File: src/rtl/cpu_pkg.sv
// Shared CPU pipeline types: memory access size, skid-buffer state encoding and
// the EX->MEM payload layout at the default core widths.
package cpu_pkg;

    // Default core widths, used for the reference payload type below.
    localparam int unsigned CPU_DATA_W = 32;
    localparam int unsigned CPU_REG_AW = 5;

    typedef enum logic [1:0] {
        MS_BYTE = 2'd0,
        MS_HALF = 2'd1,
        MS_WORD = 2'd2
    } mem_size_e;

    // Occupancy of a pipeline register with an optional skid entry.
    typedef enum logic [1:0] {
        StEmpty = 2'd0,
        StFull  = 2'd1,
        StSkid  = 2'd2
    } skid_state_e;

    // EX->MEM payload at default widths. Modules built with other widths declare
    // the same field list with their own parameters.
    typedef struct packed {
        logic [CPU_REG_AW-1:0] rd_addr;
        logic [CPU_DATA_W-1:0] rd_data;
        logic                  rd_wen;
        logic                  mem_re;
        logic                  mem_we;
        mem_size_e             mem_size;
        logic                  mem_uns;
        logic [CPU_DATA_W-1:0] st_data;
    } ex_mem_pl_t;

    // Packed width of an EX->MEM payload for arbitrary data/address widths.
    function automatic int unsigned ex_mem_pl_w(int unsigned data_w, int unsigned reg_aw);
        return reg_aw + (2 * data_w) + 6;
    endfunction

endpackage

File: src/rtl/pipe_skid_buf.sv
// Generic valid/ready pipeline register with optional 2-entry skid buffer.
// The head entry is always the older beat; flush empties the buffer and wins
// over any simultaneous accept or pop.
module pipe_skid_buf
    import cpu_pkg::*;
#(
    parameter int unsigned WIDTH   = 8,
    parameter bit          SKID_EN = 1'b1
) (
    input  logic             clk,
    input  logic             rst,
    input  logic             flush_i,
    input  logic             in_valid_i,
    output logic             in_ready_o,
    input  logic [WIDTH-1:0] in_data_i,
    output logic             out_valid_o,
    input  logic             out_ready_i,
    output logic [WIDTH-1:0] out_data_o
);

    skid_state_e      r_state;
    skid_state_e      w_state_next;
    logic [WIDTH-1:0] r_head;
    logic [WIDTH-1:0] r_skid;
    logic             w_in_ready;
    logic             w_out_valid;
    logic             w_accept;
    logic             w_pop;

    assign w_accept = in_valid_i & w_in_ready;
    assign w_pop    = w_out_valid & out_ready_i;

    // State register.
    always_ff @(posedge clk or negedge rst) begin
        if (!rst) begin
            r_state <= StEmpty;
        end else begin
            r_state <= w_state_next;
        end
    end

    // Next-state decode; flush overrides every other event.
    always_comb begin
        w_state_next = r_state;
        if (flush_i) begin
            w_state_next = StEmpty;
        end else begin
            case (r_state)
                StEmpty: begin
                    if (w_accept) begin
                        w_state_next = StFull;
                    end
                end
                StFull: begin
                    // Without a skid slot accept implies pop, so FULL is kept.
                    if (w_accept && !w_pop) begin
                        w_state_next = SKID_EN ? StSkid : StFull;
                    end else if (!w_accept && w_pop) begin
                        w_state_next = StEmpty;
                    end
                end
                StSkid: begin
                    if (w_pop) begin
                        w_state_next = StFull;
                    end
                end
                default: begin
                    w_state_next = StEmpty;
                end
            endcase
        end
    end

    // Handshake outputs. With the skid slot, ready is a pure state decode so it
    // never sees out_ready_i; without it, ready passes back-pressure through.
    always_comb begin
        w_out_valid = (r_state != StEmpty);
        if (SKID_EN) begin
            w_in_ready = (r_state != StSkid);
        end else begin
            w_in_ready = !w_out_valid || out_ready_i;
        end
    end

    // Payload storage; head is replaced on accept-with-pop, refilled from skid on pop.
    always_ff @(posedge clk or negedge rst) begin
        if (!rst) begin
            r_head <= '0;
            r_skid <= '0;
        end else if (!flush_i) begin
            case (r_state)
                StEmpty: begin
                    if (w_accept) begin
                        r_head <= in_data_i;
                    end
                end
                StFull: begin
                    if (w_accept && w_pop) begin
                        r_head <= in_data_i;
                    end else if (w_accept) begin
                        r_skid <= in_data_i;
                    end
                end
                StSkid: begin
                    if (w_pop) begin
                        r_head <= r_skid;
                    end
                end
                default: begin
                    r_head <= r_head;
                end
            endcase
        end
    end

    assign in_ready_o  = w_in_ready;
    assign out_valid_o = w_out_valid;
    assign out_data_o  = r_head;

endmodule

File: src/rtl/ex_mem_pipe.sv
// EX->MEM pipeline register: packs the execute-stage controls into a payload,
// buffers it in a skid buffer, gates side-effect controls on bubbles and
// flags a load-use hazard against the ID-stage source registers.
module ex_mem_pipe
    import cpu_pkg::*;
#(
    parameter int unsigned DATA_W  = 32,
    parameter int unsigned REG_AW  = 5,
    parameter bit          SKID_EN = 1'b1
) (
    input  logic              clk,
    input  logic              rst,
    input  logic              flush_i,
    input  logic              in_valid_i,
    output logic              in_ready_o,
    input  logic [REG_AW-1:0] rd_addr_i,
    input  logic [DATA_W-1:0] rd_data_i,
    input  logic              rd_wen_i,
    input  logic              mem_re_i,
    input  logic              mem_we_i,
    input  logic [1:0]        mem_size_i,
    input  logic              mem_uns_i,
    input  logic [DATA_W-1:0] st_data_i,
    output logic              out_valid_o,
    input  logic              out_ready_i,
    output logic [REG_AW-1:0] rd_addr_o,
    output logic [DATA_W-1:0] rd_data_o,
    output logic              rd_wen_o,
    output logic              mem_re_o,
    output logic              mem_we_o,
    output logic [1:0]        mem_size_o,
    output logic              mem_uns_o,
    output logic [DATA_W-1:0] st_data_o,
    input  logic [REG_AW-1:0] rs1_addr_i,
    input  logic [REG_AW-1:0] rs2_addr_i,
    output logic              load_use_o
);

    // Payload at this instance's widths; field order matches cpu_pkg::ex_mem_pl_t.
    typedef struct packed {
        logic [REG_AW-1:0] rd_addr;
        logic [DATA_W-1:0] rd_data;
        logic              rd_wen;
        logic              mem_re;
        logic              mem_we;
        mem_size_e         mem_size;
        logic              mem_uns;
        logic [DATA_W-1:0] st_data;
    } pl_t;

    localparam int unsigned PL_W = ex_mem_pl_w(DATA_W, REG_AW);

    pl_t             w_pl_in;
    pl_t             w_pl_out;
    logic [PL_W-1:0] w_pl_in_flat;
    logic [PL_W-1:0] w_pl_out_flat;
    logic            w_out_valid;
    logic            w_head_load;
    logic            w_rs_match;

    // Pack the EX-side fields into one payload word.
    always_comb begin
        w_pl_in          = '0;
        w_pl_in.rd_addr  = rd_addr_i;
        w_pl_in.rd_data  = rd_data_i;
        w_pl_in.rd_wen   = rd_wen_i;
        w_pl_in.mem_re   = mem_re_i;
        w_pl_in.mem_we   = mem_we_i;
        w_pl_in.mem_size = mem_size_e'(mem_size_i);
        w_pl_in.mem_uns  = mem_uns_i;
        w_pl_in.st_data  = st_data_i;
    end

    assign w_pl_in_flat = w_pl_in;
    assign w_pl_out     = pl_t'(w_pl_out_flat);

    pipe_skid_buf #(
        .WIDTH   (PL_W),
        .SKID_EN (SKID_EN)
    ) u_skid (
        .clk         (clk),
        .rst         (rst),
        .flush_i     (flush_i),
        .in_valid_i  (in_valid_i),
        .in_ready_o  (in_ready_o),
        .in_data_i   (w_pl_in_flat),
        .out_valid_o (w_out_valid),
        .out_ready_i (out_ready_i),
        .out_data_o  (w_pl_out_flat)
    );

    // Head fields out; only the side-effect controls are masked on a bubble.
    always_comb begin
        out_valid_o = w_out_valid;
        rd_addr_o   = w_pl_out.rd_addr;
        rd_data_o   = w_pl_out.rd_data;
        rd_wen_o    = w_pl_out.rd_wen & w_out_valid;
        mem_re_o    = w_pl_out.mem_re & w_out_valid;
        mem_we_o    = w_pl_out.mem_we & w_out_valid;
        mem_size_o  = w_pl_out.mem_size;
        mem_uns_o   = w_pl_out.mem_uns;
        st_data_o   = w_pl_out.st_data;
    end

    // Load-use: a valid load at the head whose nonzero destination is read in ID.
    always_comb begin
        w_head_load = w_out_valid & w_pl_out.mem_re;
        w_rs_match  = (w_pl_out.rd_addr == rs1_addr_i) | (w_pl_out.rd_addr == rs2_addr_i);
        load_use_o  = w_head_load & (w_pl_out.rd_addr != '0) & w_rs_match;
    end

endmodule
File: config.mk
export PLATFORM = sky130hd
export DESIGN_NAME = ex_mem_pipe
export DESIGN_NICKNAME = d
export VERILOG_FILES = /design/src/rtl/cpu_pkg.sv /design/src/rtl/pipe_skid_buf.sv /design/src/rtl/ex_mem_pipe.sv
export SDC_FILE = /design/constraint.sdc
export NUM_CORES = 1
export LEC_CHECK = 0
export CORE_MARGIN = 3
export CORE_UTILIZATION = 30
export DETAILED_ROUTE_END_ITERATION = 16
export HOLD_SLACK_MARGIN = 0.1
export PLACE_DENSITY_LB_ADDON = 0.1
export SLEW_MARGIN = 5
export SYNTH_ARGS = -nofsm -noshare
export SYNTH_HDL_FRONTEND = slang
export SYNTH_SLANG_ARGS = --single-unit
File: constraint.sdc
create_clock -name clk -period 1.65 [get_ports clk]
set_clock_uncertainty 0.05 [all_clocks]
set_input_delay 0.33 -clock clk [delete_from_list [all_inputs] [get_ports clk]]
set_output_delay 0.33 -clock clk [all_outputs]
set_load 0.02 [all_outputs]
==> results of run 1 <==
cell usage in the layout (no fill, tap or decap), types with 9 or more instances in the layout:
| master | n |
|---|---|
| dlygate4sd2_1 | 67 |
| buf_16 | 16 |
| mux2_4 | 211 |
| clkbuf_16 | 17 |
| xnor2_1 | 9 |
| buf_12 | 34 |
| buf_4 | 14 |
| dfrtp_1 | 149 |
| clkdlybuf4s50_1 | 88 |
| buf_6 | 25 |
layout make-up:
cell class                 count  area (µm²)
fill                        2045       12200
sequential                   152        3810
multi-input combinational    260        3650
timing repair buffer         252        3040
clock buffer                  20         437
tap                          319         399
clock inverter                11         245
inverter                       2        12.5
power by group through the flow:
stage	registers [µW]	logic [µW]	clock network (µW)
final	5190	3640	4580
after global routing	5300	3870	4880
after floorplan	5010	2050	0
after global placement	5120	2840	0
after CTS	5170	3670	4700
after detailed placement	5170	2890	0
layer usage:
layer | vias up | share of wire [%] | wire, µm
met1 | 2385 | 45 | 9580
met5 | - | 0 | 0
li1 | 2072 | - | -
met4 | 0 | 1.0 | 210
met3 | 18 | 5.0 | 1050
met2 | 121 | 49 | 10200
per-stage QoR:
step	util (%)	TNS, ps	hold WS (ps)	std cells	setup slack [ps]
after detailed placement	38.1	-85720	182	933	-802
after CTS	49.4	-38720	302	1025	-529
final	48.8	-32230	302	1016	-504
after global placement	38.1	-80170	185	933	-777
after global routing	48.8	-41650	311	1016	-549
after floorplan	-	0	-15.6	509	20.2
kinds of logic after synthesis:
family,count (synthesis)
compound gates,7
simple gates,18
flops,152
xor+xnor,10
buf+inv,97
mux,225
worst max-delay path, delay by kind of cell, from the launching register on:
kind	cells	cell delay [ps]
AND/OR/NAND/NOR	1	400
flip-flops	1	480
buffers and inverters	1	170
AO/OA/AOI/OAI	1	310
registers in the layout, indices dropped and copies added (netlist names):
signal	count
u_skid.r_skid	75
u_skid.out_data_o	75
u_skid.r_state	2
final timing paths:
path / from / to / slack [ps] / cells past startpoint
min reg2reg: u_skid.out_data_o[42] / u_skid.out_data_o[42] / 460 / 1
max reg2reg: u_skid.r_state[1] / u_skid.out_data_o[37] / -300 / 8
min: rst / u_skid.out_data_o[45] / 300 / 2
max in group asynchronous: rst / u_skid.out_data_o[9] / 660 / 3
max: u_skid.out_data_o[71] / load_use_o / -500 / 3
min in group clk: u_skid.out_data_o[42] / u_skid.out_data_o[42] / 460 / 1
repair_timing:
action,CTS,global route
setup endpoints to repair,225,158
gates resized for setup,398,45
pin swaps,2,6
setup buffers,36,12
hold buffers,1,0
hold endpoints to repair,133,0
gates cloned,25,0
==> flow_summary.json, run 1 <==
{
  "outcome": "complete, but fails checks",
  "violations": "negative setup slack",
  "ys_async_sr_fraction_pct": 100,
  "core.rowCount": 56,
  "met3_usage_pct": 4.04,
  "max_cap_viol_count": 0,
  "ys_top_cells_by_count": "152 x dfrtp_1, 125 x mux2_2, 100 x mux2_1",
  "crit_type": "flop to primary output",
  "firstDrtPassIters": 4,
  "area.growth.synth_to_final_pct": 57.8,
  "fin_ws_ps": -504,
  "synth_top_area_share_pct": 51.8,
  "synth_area_um2": 7340,
  "yosysWarnings": 0,
  "nNetsFinal": 775,
  "intPower_uw": 9900,
  "synth_compound_area_share_pct": 0.698,
  "grt_max_degree": 51,
  "crit_arrival_ps": 1770,
  "path_cells": "or3_4, o311a_1, buf_4",
  "start_kind": "flop",
  "yosys.area_share.simple_pct": 1.48,
  "cts_root_buf": "clkbuf_16",
  "p_comb_share_pct": 27.2,
  "synth-seq-area-share_pct": 51.8,
  "p_switching_uw": 3510,
  "p_leak_uw": 0.00525,
  "syn_inst": 509,
  "synth_xor_area_share_pct": 1.19,
  "tightest_slew_ps": 303,
  "stdcell_area_um2": 11600,
  "busiest_layer": "met2",
  "drive_gt1_share_pct": 51.6,
  "crit_fanout": 4,
  "sequentialPowerShare_pct": 38.7,
  "setup_viol": 157,
  "ir_drop_v": 0.000548,
  "cpPeakStageDelay_ps": 480,
  "synthFlopType": "dfrtp_1",
  "cp_slowest_cell": "dfrtp_2",
  "synth_cell_types": 25,
  "postRouteAntennaNets": 0,
  "cp.required_ps": 1270,
  "rsz0062_at_grt": "true",
  "routed_wl_um": 21100,
  "synth_most_common_cell": "dfrtp_1",
  "syn_avg_cell_area_um2": 14.4,
  "synthTopCellsByArea": "dfrtp_1 52%, mux2_2 19%, mux2_1 15%, buf_4 7.5%, buf_6 2.3%",
  "routed_via_density": 4.52,
  "min_period_ps": 2150,
  "clk_pin_slew_ps": 70,
  "maxSlewViolCount": 0,
  "detailed_place.area_um2": 9050,
  "worstSkewPairLatency_ps": 420,
  "synth_top_family_by_area": "multiplexers",
  "max-slew-margin-rel_pct": 79.7,
  "pwr-share-clk_pct": 34.1,
  "hold_class": "input port to async pin",
  "clk_path_buf_depth": 2,
  "ys_ff_latch": 152,
  "yosysTopAreaCell": "dfrtp_1",
  "grt_overflow": 0,
  "cts_buffers": 17,
  "fp.dieW_um": 162,
  "hpwlAfterDp_um": 11200,
  "wire_per_inst_um": 20.7,
  "synthMuxAreaShare_pct": 34.5,
  "clock-sinks": 152,
  "worstSetupEndpointType": "primary output",
  "core_um2": 23800,
  "powerDensity_nw_per_um2": 1160,
  "antenna_found_initial": 0,
  "dieHeight_um": 162,
  "grt_pass1_wl_um": 33500,
  "htreeDepth": 4,
  "synthAdderAreaFrac_pct": 0,
  "syn_nets": 599,
  "first_iter_violations": 111,
  "met1_usage_pct": 22.1,
  "grt_pass1_vias": 5448,
  "grtUsageTotal_pct": 16.7,
  "synth_edf_count": 0,
  "swShare_pct": 26.2,
  "antennaDiodeCount": 0,
  "total_power_uw": 13400,
  "grtUsageMet2_pct": 27.6,
  "drc": 0,
  "clock.fmax_ghz": 0.464,
  "port_buffers": 167,
  "fp.dieArea_um2": 26400,
  "num_vias": 4596,
  "cts_tree": "done",
  "hold_violations": 0,
  "gp_congestion": 0.732,
  "start_util_pct": 30.9,
  "finalCritPeriodShare_pct": 131,
  "ios": 168
}
Note: power is estimated with default switching activity, not from simulation.
==> run 2, diff against run 1 <==
--- a/config.mk
+++ b/config.mk
@@ -6,4 +6,5 @@
 export NUM_CORES = 1
 export LEC_CHECK = 0
+export ABC_AREA = 0
 export CORE_MARGIN = 3
 export CORE_UTILIZATION = 30
==> constraint.sdc (replaced) <==
create_clock -name clk -period 2.6 [get_ports clk]
set_clock_uncertainty 0.05 [all_clocks]
set_input_delay 0.39 -clock clk [delete_from_list [all_inputs] [get_ports clk]]
set_output_delay 0.39 -clock clk [all_outputs]
set_load 0.02 [all_outputs]
==> flow_summary.json, run 2 (same netlist as run 1, synthesis figures left out) <==
{
  "outcome": "finished clean",
  "cp.required_ps": 2160,
  "met3_usage_pct": 4.83,
  "core_um2": 23800,
  "path_cells": "nor2_1, nor2b_1, clkdlybuf4s50_1",
  "rsz0062_at_grt": "false",
  "core.rowCount": 56,
  "min_period_ps": 2370,
  "max-slew-margin-rel_pct": 69.5,
  "worstSetupEndpointType": "primary output",
  "fin_ws_ps": 226,
  "fillerInstances": 2184,
  "htreeDepth": 4,
  "area.growth.synth_to_final_pct": 29.2,
  "crit_type": "flop to primary output",
  "start_util_pct": 30.9,
  "total_power_uw": 7480,
  "fp.dieW_um": 162,
  "grt_max_degree": 67,
  "port_buffers": 167,
  "post_cts_buffers": 0,
  "num_vias": 4236,
  "grt_pass1_vias": 4570,
  "first_iter_violations": 144,
  "grt_overflow": 0,
  "drive_gt1_share_pct": 28.1,
  "cpPeakStageDelay_ps": 670,
  "start_kind": "flop",
  "finalSetupTns_ps": 0,
  "powerDensity_nw_per_um2": 788,
  "clock-sinks": 152,
  "clk_path_buf_depth": 2,
  "nNetsFinal": 706,
  "routed_wl_um": 16100,
  "grtUsageTotal_pct": 12.7,
  "setup_viol": 0,
  "ios": 168,
  "hold_violations": 0,
  "busiest_layer": "met2",
  "gp_congestion": 0.713,
  "antenna_found_initial": 2,
  "maxSlewViolCount": 0,
  "layout_commonest_cell": "clkdlybuf4s50_1",
  "routed_via_density": 4.46,
  "crit_fanout": 6,
  "cp_slowest_cell": "clkdlybuf4s50_1",
  "hold_class": "input port to async pin",
  "clk_pin_slew_ps": 60,
  "drc": 0,
  "place_inst": 915,
  "grtUsageMet2_pct": 19.8,
  "cts_tree": "done",
  "crit_arrival_ps": 1930,
  "grt_pass1_wl_um": 25800,
  "tightest_slew_ps": 457,
  "fp.dieArea_um2": 26400,
  "clock.fmax_ghz": 0.421,
  "p_leak_uw": 0.00384,
  "hpwlAfterDp_um": 11000,
  "postRouteAntennaNets": 0,
  "max_cap_viol_count": 0,
  "firstDrtPassIters": 4,
  "wire_per_inst_um": 17.0,
  "dieHeight_um": 162,
  "cts_root_buf": "clkbuf_16",
  "cts_buffers": 17,
  "final_cell_mix": "165 x clkdlybuf4s50_1, 151 x dfrtp_1, 125 x mux2_2",
  "ir_drop_v": 0.000352,
  "finalCritPeriodShare_pct": 91.3,
  "worstSkewPairLatency_ps": 410,
  "pre_cts_slack_ps": 60.7,
  "holdWs_ps": 422,
  "met1_usage_pct": 16.7,
  "fin_cells": 949
}
## run 2: cell count changes in the layout (fill, tap and decap cells not counted), sizes merged
cell	before	now
buf	96	16
bufinv	7	2
clkdlybuf4s50	88	165
clkinv	3	0
clkinvlp	0	6
diode	0	1
dlygate4sd2	67	1
inv	3	6
## run 2: critical path, delay by kind of cell (launching register included)
| family | cells | cell delay [ps] |
|---|---|---|
| buffers and inverters | 1 | 670 |
| DFF | 1 | 470 |
| and+or+nand+nor | 2 | 380 |
## run 2: final cells by class
class                      count  area, µm²  share of cell area, %
inverter                       2       7.51                 0.0791
timing repair buffer         183       1880                   19.8
clock buffer                  20        447                   4.71
clock inverter                12        143                   1.50
tap                          319        399                   4.21
multi-input combinational    260       2800                   29.5
antenna                        1       2.50                 0.0264
sequential                   152       3800                   40.1
## run 2: per-layer routing
layer  wire, µm  up-vias
met5         23        -
met4        150        4
met3       1070       12
met2       7360      118
met1       7510     2164
li1           -     1938
## run 2: final timing paths
path / endpoint / from / cells past startpoint / slack, ps
worst max-delay path: mem_re_o / u_skid.r_state[0] / 3 / 230
worst min-delay path: u_skid.out_data_o[51] / rst / 2 / 420
worst max register to register: u_skid.out_data_o[1] / u_skid.r_state[1] / 5 / 620
worst min register to register: u_skid.r_skid[0] / u_skid.r_skid[0] / 1 / 430
max in group asynchronous: u_skid.out_data_o[4] / rst / 3 / 1340
min in group clk: u_skid.r_skid[0] / u_skid.r_skid[0] / 1 / 430
## run 2: power by group
| group | leakage [µW] | internal (µW) | total (µW) | switching (µW) |
|---|---|---|---|---|
| Clock | 0.000268 | 1460 | 2480 | 1020 |
| Combinational | 0.00174 | 1020 | 1760 | 738 |
| Sequential | 0.00183 | 2940 | 3240 | 304 |
| Total | 0.00384 | 5410 | 7480 | 2060 |
## run 2: through the flow
step | area (µm²) | util, %
6_report | 9490 | 39.9
5_1_grt | 9490 | 39.9
4_1_cts | 9490 | 39.9
3_5_place_dp | 8880 | 37.4
3_3_place_gp | 8880 | 37.4
2_1_floorplan | 7340 | -
## run 2: repair_timing
item,CTS,global route
resized for setup,3,0
setup endpoints to repair,1,0
hold buffers,1,0
endpoints found under the hold margin,44,0
